[config.mk]
export PLATFORM = sky130hd
export DESIGN_NAME = mem_access_unit
export DESIGN_NICKNAME = d
export VERILOG_FILES = /design/src/rtl/riscv_mem_pkg.sv /design/src/rtl/mem_access_unit_load_formatter.sv /design/src/rtl/mem_access_unit.sv
export SDC_FILE = /design/constraint.sdc
export NUM_CORES = 1
export LEC_CHECK = 0
export CORE_MARGIN = 2
export CORE_UTILIZATION = 39
export DETAILED_ROUTE_END_ITERATION = 16
export GPL_TIMING_DRIVEN = 0
export MAX_ROUTING_LAYER = met4
export PLACE_DENSITY = 0.78
export SYNTH_ARGS = -nofsm -noshare
export SYNTH_HDL_FRONTEND = slang
export SYNTH_SLANG_ARGS = --single-unit
[constraint.sdc]
create_clock -name clk -period 1.6 [get_ports clk]
set_input_delay 0.24 -clock clk [delete_from_list [all_inputs] [get_ports clk]]
set_output_delay 0.24 -clock clk [all_outputs]
set_load 0.005 [all_outputs]
[src/rtl/riscv_mem_pkg.sv]
// Shared definitions for the memory access unit: FSM state encoding,
// FUNC3 access-size codes and the byte-enable width.
package riscv_mem_pkg;

  localparam int BYTEEN_W = 4;

  typedef enum logic [1:0] {
    ST_IDLE   = 2'd0,
    ST_ACCESS = 2'd1,
    ST_DONE   = 2'd2
  } state_t;

  localparam logic [2:0] F3_B  = 3'b000;
  localparam logic [2:0] F3_H  = 3'b001;
  localparam logic [2:0] F3_W  = 3'b010;
  localparam logic [2:0] F3_BU = 3'b100;
  localparam logic [2:0] F3_HU = 3'b101;

  localparam int F3_UNSIGNED_BIT = 2;

  localparam logic [1:0] SZ_BYTE = 2'd0;
  localparam logic [1:0] SZ_HALF = 2'd1;
  localparam logic [1:0] SZ_WORD = 2'd2;

  // Unused encodings (011, 110, 111) fall through to word accesses.
  function automatic logic [1:0] access_size(input logic [2:0] f3);
    case (f3)
      F3_B, F3_BU: return SZ_BYTE;
      F3_H, F3_HU: return SZ_HALF;
      F3_W:        return SZ_WORD;
      default:     return SZ_WORD;
    endcase
  endfunction

endpackage

[src/rtl/mem_access_unit_load_formatter.sv]
// Combinational load formatter: picks the byte/half lane addressed by
// offset out of the read word and sign- or zero-extends it by FUNC3.
module load_formatter
  import riscv_mem_pkg::*;
(
  input  logic [31:0] read_word,
  input  logic [1:0]  offset,
  input  logic [2:0]  func3,
  output logic [31:0] result
);

  logic [7:0]  byte_sel;
  logic [15:0] half_sel;

  // Lane extraction from the aligned read word.
  always_comb begin
    byte_sel = read_word[7:0];
    case (offset)
      2'd1:    byte_sel = read_word[15:8];
      2'd2:    byte_sel = read_word[23:16];
      2'd3:    byte_sel = read_word[31:24];
      default: byte_sel = read_word[7:0];
    endcase
    half_sel = offset[1] ? read_word[31:16] : read_word[15:0];
  end

  // Extension according to access size and signedness.
  always_comb begin
    result = read_word;
    case (access_size(func3))
      SZ_BYTE: result = func3[F3_UNSIGNED_BIT] ? {24'h0, byte_sel}
                                               : {{24{byte_sel[7]}}, byte_sel};
      SZ_HALF: result = func3[F3_UNSIGNED_BIT] ? {16'h0, half_sel}
                                               : {{16{half_sel[15]}}, half_sel};
      default: result = read_word;
    endcase
  end

endmodule

[src/rtl/mem_access_unit.sv]
// Memory access unit between the EX/MEM register and a word-wide data
// memory with a busywait handshake. Stalls the pipeline while an access
// is in flight and formats load results.
// Optional feature: define MEM_MISALIGN_TRAP_EN to turn misaligned half/word
// requests into a one-cycle MISALIGN fault with no memory access; without it
// the offending low address bits are ignored.
//
// state     | meaning
// ----------+-----------------------------------------------------------
// ST_IDLE   | waiting for a strobe; captures the request on the edge
// ST_ACCESS | memory strobes driven from registers until busywait drops
// ST_DONE   | one-cycle release; EX/MEM still shows the finished request
module mem_access_unit
  import riscv_mem_pkg::*;
(
  input  logic                clk,
  input  logic                reset,
  input  logic                mem_read,
  input  logic                mem_write,
  input  logic [31:0]         aluud,
  input  logic [31:0]         data2,
  input  logic [2:0]          func3,
  output logic                dmem_read,
  output logic                dmem_write,
  output logic [31:0]         dmem_addr,
  output logic [31:0]         dmem_writedata,
  output logic [BYTEEN_W-1:0] dmem_byteen,
  input  logic [31:0]         dmem_readdata,
  input  logic                dmem_busywait,
  output logic                busywait,
  output logic [31:0]         load_data,
  output logic                misalign
);

  state_t              state;
  logic                rd_q, wr_q, misalign_q;
  logic [1:0]          off_q;
  logic [2:0]          func3_q;
  logic [31:0]         addr_q, wdata_q;
  logic [BYTEEN_W-1:0] byteen_q;

  logic                req, fault_trap;
  logic [1:0]          size, off_nxt;
  logic [31:0]         wdata_nxt, load_fmt;
  logic [BYTEEN_W-1:0] byteen_nxt;

  assign req  = mem_read | mem_write;
  assign size = access_size(func3);

`ifdef MEM_MISALIGN_TRAP_EN
  assign fault_trap = ((size == SZ_HALF) && aluud[0]) ||
                      ((size == SZ_WORD) && (aluud[1:0] != 2'b00));
`else
  assign fault_trap = 1'b0;
`endif

  // Store lane replication, byte enables and the lane offset kept for loads;
  // misaligned low bits are dropped so half uses addr[1] and word uses lane 0.
  always_comb begin
    off_nxt    = 2'b00;
    wdata_nxt  = data2;
    byteen_nxt = '1;
    case (size)
      SZ_BYTE: begin
        off_nxt    = aluud[1:0];
        wdata_nxt  = {4{data2[7:0]}};
        byteen_nxt = BYTEEN_W'(1) << aluud[1:0];
      end
      SZ_HALF: begin
        off_nxt    = {aluud[1], 1'b0};
        wdata_nxt  = {2{data2[15:0]}};
        byteen_nxt = aluud[1] ? 4'b1100 : 4'b0011;
      end
      default: ;
    endcase
  end

  load_formatter u_load_formatter (
    .read_word (dmem_readdata),
    .offset    (off_q),
    .func3     (func3_q),
    .result    (load_fmt)
  );

  // Request capture, access sequencing and load result register.
  always_ff @(posedge clk or negedge reset) begin
    if (!reset) begin
      state      <= ST_IDLE;
      rd_q       <= 1'b0;
      wr_q       <= 1'b0;
      misalign_q <= 1'b0;
      off_q      <= 2'b00;
      func3_q    <= 3'b000;
      addr_q     <= '0;
      wdata_q    <= '0;
      byteen_q   <= '0;
      load_data  <= '0;
    end else begin
      case (state)
        ST_IDLE: begin
          if (req) begin
            rd_q     <= mem_read;
            wr_q     <= mem_write & ~mem_read;
            addr_q   <= {aluud[31:2], 2'b00};
            off_q    <= off_nxt;
            func3_q  <= func3;
            wdata_q  <= wdata_nxt;
            byteen_q <= byteen_nxt;
            if (fault_trap) begin
              state      <= ST_DONE;
              misalign_q <= 1'b1;
            end else begin
              state <= ST_ACCESS;
            end
          end
        end
        ST_ACCESS: begin
          if (!dmem_busywait) begin
            state <= ST_DONE;
            if (rd_q) load_data <= load_fmt;
          end
        end
        ST_DONE: begin
          state      <= ST_IDLE;
          misalign_q <= 1'b0;
        end
        default: state <= ST_IDLE;
      endcase
    end
  end

  // Strobes only while in ACCESS so a reset or completion drops them at once.
  assign dmem_read      = (state == ST_ACCESS) && rd_q;
  assign dmem_write     = (state == ST_ACCESS) && wr_q;
  assign dmem_addr      = addr_q;
  assign dmem_writedata = wdata_q;
  assign dmem_byteen    = byteen_q;
  assign misalign       = misalign_q;

  // Stall is combinational on the request so the pipeline freezes the same
  // cycle; gated by reset so a held strobe cannot stall during reset.
  assign busywait = reset && (((state == ST_IDLE) && req) || (state == ST_ACCESS));

endmodule

Word level (Yosys, flattened, before mapping):

Cells that the tools add are included.

* add/sub/neg operators: 0
* multipliers: 0
* div/mod/pow operators: 0
* $lt $le $gt $ge: 0
* eq/ne operators: 14
* shift-type cells: 1
* muxes and demuxes: 14
* bitwise operators: 4
* reduce and logical (&&, ||, !) cells: 17

Operators by type and width (count)
* case mux 32 bit (2 select lines): 2
* two-way mux 32 bit: 2
* case mux 8 bit (3 select lines): 1
* two-way mux 16 bit: 1
* case mux 2 bit (2 select lines): 4
* equality test 3 bit (second input constant): 4
* equality test 2 x 1 -> 1 bit (second input constant): 4
* case mux 4 bit (2 select lines): 1
* OR reduction 2 bit: 4
* equality test 3 x 1 -> 1 bit (second input constant): 2
* zero test 2 bit: 3
* zero test 3 bit: 2
* equality test 2 bit (second input constant): 2
* logical AND 1 bit: 4
* two-way mux 2 bit: 2
* two-way mux 4 bit: 1
* != test 2 bit (second input constant): 2
* AND reduction 2 bit: 2
* << shifter 1 x 2 -> 4 bit (first input constant): 1
* AND reduction 3 bit: 1
* NOT 1 bit: 2
* bitwise AND 1 bit: 1
* logical OR 1 bit: 1
* bitwise OR 1 bit: 1

* register bits after elaboration: 107
* bits in latches: 0
* bits in writable memories: 0
* bits in read-only memories: 0
* output and inout bits: 104
* logic and storage cells: 59
* memories kept: 0

Longest topological paths before layout:

* word-level depth: 5
* gate-level depth with buffers: 7

Cells and area by module:

Synthesis repeated with hierarchy kept, for this count alone.

* cells, all modules: 449
* area, all modules: 5552.8 µm²

By module, submodules not included
* mem_access_unit: times used 1, cells an instance 318, area each 4704.5 µm², seq. area each 2677.6 µm²
* load_formatter: times used 1, cells an instance 131, area each 848.3 µm², seq. area each 0.0 µm²

Worst setup path before layout:

No wires, ideal clock.

* path kind: reg-to-reg
* from: register off_q[1]
* to: register load_data[17]
* library setup time: 0.125 ns
* data arrival time: 1.435 ns
* required time: 1.475 ns
* slack: 0.041 ns
* cell stages (with the launch flop): 8
* buffers on the path: 3
* cells stage by stage: dfrtp_1 buf_6 nor2b_4 buf_6 a32o_2 o211ai_4 buf_6 nand3_1

* word-level cells in the longest chain between the ends: 4
* elaborated cells between the ends (all ways): 8
* classes of those cells: eq/ne: 3; mux: 5

RTL lines
* from (decl): line mem_access_unit.sv:37 `logic [1:0] off_q;`
* from (signal assigned): line mem_access_unit.sv:105 `off_q <= off_nxt;`
* equality test 2 bit / equality test 2 x 1 -> 1 bit (equally long branches): line mem_access_unit_load_formatter.sv:18 `case (offset)`
* case mux 8 bit (3 select lines): line mem_access_unit_load_formatter.sv:18
* two-way mux 32 bit: line mem_access_unit_load_formatter.sv:31 `SZ_BYTE: result = func3[F3_UNSIGNED_BIT] ? {24'h0, byte_sel}`
* case mux 32 bit (2 select lines) *: line mem_access_unit_load_formatter.sv:30 `case (access_size(func3))`
* to (signal assigned): line mem_access_unit.sv:120 `if (rd_q) load_data <= load_fmt;`
* to (decl): line mem_access_unit.sv:31 `output logic [31:0] load_data,`

Mark *: on every way between the ends. The rest lies on a longest branch, timed or not.
A chain may end at the register's enable or synchronous reset.

Worst setup path after layout:

* from: register off_q[0]
* to: register load_data[18]

* word-level cells in the longest chain between the ends: 4
* elaborated cells between the ends (all ways): 6
* classes of those cells: eq/ne: 3; mux: 3

RTL lines (line)
* equality test 2 bit / equality test 2 x 1 -> 1 bit (equally long branches): mem_access_unit_load_formatter.sv:18
* case mux 8 bit (3 select lines) *: mem_access_unit_load_formatter.sv:18
* two-way mux 32 bit *: mem_access_unit_load_formatter.sv:31
* case mux 32 bit (2 select lines) *: mem_access_unit_load_formatter.sv:30

Marks and branches as above.

==> flow_summary.yaml <==
synth:
  ys_types: 37
  synth-seq-area-share_pct: 54.8
  synthFlopType: "dfrtp_1"
  yosys.area.top_type: "dfrtp_1"
  yosys_warnings: 0
  synth_top_area_share_pct: 54.8
  synthTopCellsByArea: "dfrtp_1 (55%), nand2_1 (13%), mux2i_1 (5.3%)"
  synthArstFlopShare_pct: 100
  synth.cell_area_um2: 4880
  ys_seq_elements: 107
  syn_avg_cell_area_um2: 9.13
  synth_cells: 535
  synth_edf_count: 0
detailed_routing:
  drc: 0
  vias: 4806
  drt_first_pass_iters: 4
  drt_iter0_drc: 292
  routedWlPerCell_um: 16.8
  antenna_left: 0
  routed_wl_mm: 15.9
  via_per_inst: 5.09
clock_network:
  clkTransAtPathRegs_ps: 70
  cts_tree: "built"
  clockBufferDepth: 2
  clockRootBuffer: "clkbuf_16"
  clock_latency_ps: 350
  htree_levels: 3
  cts_num_sinks: 107
  cts-buffers-inserted: 9
global_route:
  antenna_found_initial: 0
  grt_pass1_wl_mm: 24.5
  grt_pass1_vias: 4885
  grt_start_max_net_pins: 73
  gr-usage-all-layers_pct: 24.1
  grt_remaining_overflow: 0
place:
  place_hpwl_mm: 11.7
  gp_congestion: 0.908
  io_buffer_count: 204
  dp_cells: 910
worst_setup_path:
  critical_path_required_ps: 1830
  cp-start-kind: "register"
  crit_path_end_kind: "register"
  crit_fanout: 5
  arrival_ps: 1920
  worstSetupPathType: "reg -> reg"
sta:
  timing_max_transition_violations_final: 0
  rsz0062_at_grt: "yes"
  fin_crit_sh_pct: 106
  hold_viol: 71
  finalCriticalPeriod_ps: 1700
  setup_viol: 26
  setup_slack_ps: -95.5
  fin_tns_setup_ps: -1730
  maxClockFrequency_mhz: 590
  worst-slew-pin-transition_ps: 668
  holdWs_ps: -115
  clock_skew_ps: 10.2
  relSlewSlack_pct: 55.4
floorplanning:
  dieArea_um2: 13400
  core_um2: 12100
  die_h_um: 116
  fp-row-count: 40
  die_x_um: 116
  num_io_pins: 208
  start_util_pct: 40.3
cells_and_area:
  diodes: 0
  final_cell_count_no_fill: 945
  syn_to_final_growth_pct: 61.5
  nets: 876
  drive_above_1_share_pct: 13.8
pwr:
  pwr-share-seq_pct: 33.7
  p_clk_share_pct: 17.3
  intPower_mw: 9.28
  p_sw_share_pct: 34.4
  vdd_drop_max_v: 0.000837
  leakage_nw: 3.67
  combPwrFrac_pct: 49.0
  powerDensity_nw_per_um2: 1790
  total_power_mw: 14.1
  p_switching_mw: 4.86
outcome:
  outcome: "finished, violations left"
  failed_checks: "hold timing, setup timing"
job:
  drv_cap: 0
min_path:
  hold_path_class: "in -> async"
==> routing by layer <==
metal | track usage, % | wire length [um]
met1 | 29.0 | 6660
met2 | 39.6 | 7570
met3 | 5.75 | 1270
met4 | 8.97 | 401
met5 | - | 0
==> final cells by class <==
cell class / instances / area, um2
buffer: 37 / 240
clock buffer: 11 / 253
clock inverter: 5 / 75.1
fill: 1042 / 4230
inverter: 4 / 16.3
multi-input combinational: 388 / 2140
sequential: 107 / 2680
tap: 168 / 210
timing repair buffer: 225 / 2270
==> critical path, stage by stage (launching register included) <==
cell and delay, ps:
dfrtp_1 420, mux2_4 320, a32o_2 310, o211ai_4 290, buf_6 180, nand3_2 60
==> worst paths after layout <==
| check | start | to | slack (ps) | cells past startpoint |
|---|---|---|---|---|
| worst max-delay path | off_q[0] | load_data[18] | -100 | 5 |
| worst min-delay path | reset | load_data[14] | -110 | 2 |
| worst max register to register | off_q[0] | load_data[18] | -100 | 5 |
| worst min register to register | dmem_addr[4] | dmem_addr[4] | 470 | 2 |
| max in group asynchronous | reset | dmem_addr[17] | 870 | 4 |
| min in group clk | aluud[29] | dmem_addr[29] | 420 | 3 |
==> what timing repair did <==
action	4_1_cts	5_1_grt
resized for setup	60	23
gates cloned	1	0
setup buffers	11	5
endpoints found under the hold margin	36	36
endpoints found under the setup margin	95	97
pin swaps	4	4
==> kinds of logic (layout without fill, tap and decap cells) <==
family | count (synthesis) | in the layout | synth area share (%)
AO/OA/AOI/OAI | 104 | 104 | 12.9
AND/OR/NAND/NOR | 253 | 253 | 22.1
buffers and inverters | 42 | 282 | 4.25
flip-flops | 107 | 107 | 54.8
other | 1 | 3 | 0.0768
multiplexers | 28 | 28 | 5.79
==> power groups by stage <==
stage	logic [mW]	registers (mW)	clock network, mW
global route	7.57	4.92	2.58
CTS	6.79	4.75	2.47
floorplan	2.64	4.78	0
global placement	6.18	4.71	0
finish	6.93	4.76	2.45
detailed placement	6.36	4.76	0
==> cells in the mapped netlist (2+ instances only) <==
| library cell | instances |
|---|---|
| nand2_1 | 172 |
| dfrtp_1 | 107 |
| o21ai_0 | 38 |
| a21oi_1 | 36 |
| nand3_1 | 33 |
| mux2i_1 | 26 |
| nor2_1 | 20 |
| clkbuf_1 | 15 |
| buf_2 | 13 |
| a22o_1 | 7 |
| nor2b_1 | 7 |
| a211o_1 | 6 |
| a2bb2oi_1 | 6 |
| nand3b_1 | 6 |
| buf_1 | 4 |
| nand2b_1 | 4 |
| and2_1 | 3 |
| buf_4 | 3 |
| buf_6 | 3 |
| inv_1 | 3 |
| nor3_1 | 3 |
| mux2_2 | 2 |
| o21a_1 | 2 |
| o21ai_1 | 2 |
| o21bai_1 | 2 |
==> stage by stage <==
stage               util [%]  setup slack (ps)  instance area [um2]  hold slack [ps]
floorplan                  -              40.9                 4890            -55.6
global placement        59.0             -3760                 7140              459
detailed placement      59.2              -624                 7170              239
CTS                     64.1              -148                 7770             -206
global route            65.1              -145                 7890            -71.6
finish                  65.1             -95.5                 7890             -115
==> sequential cells by signal (all words and copies together) (netlist names) <==
| register | cells |
|---|---|
| load_data | 32 |
| func3_q | 3 |
| dmem_addr | 30 |
| rd_q | 1 |
| wr_q | 1 |
| off_q | 2 |
| state | 2 |
| dmem_byteen | 4 |
| dmem_writedata | 32 |
==> placed cells by master, fill, tap and decap left out, types with 9 or more instances in the layout <==
cell,instances
buf_2,10
clkbuf_2,11
nand3_1,17
clkdlybuf4s50_1,200
buf_4,17
nand2_1,171
mux2i_1,26
clkbuf_16,9
nor2_1,19
dfrtp_1,106
a21oi_1,34
buf_6,12
nand3_2,16
o21ai_0,35
Power figures use the tool's default switching activity.
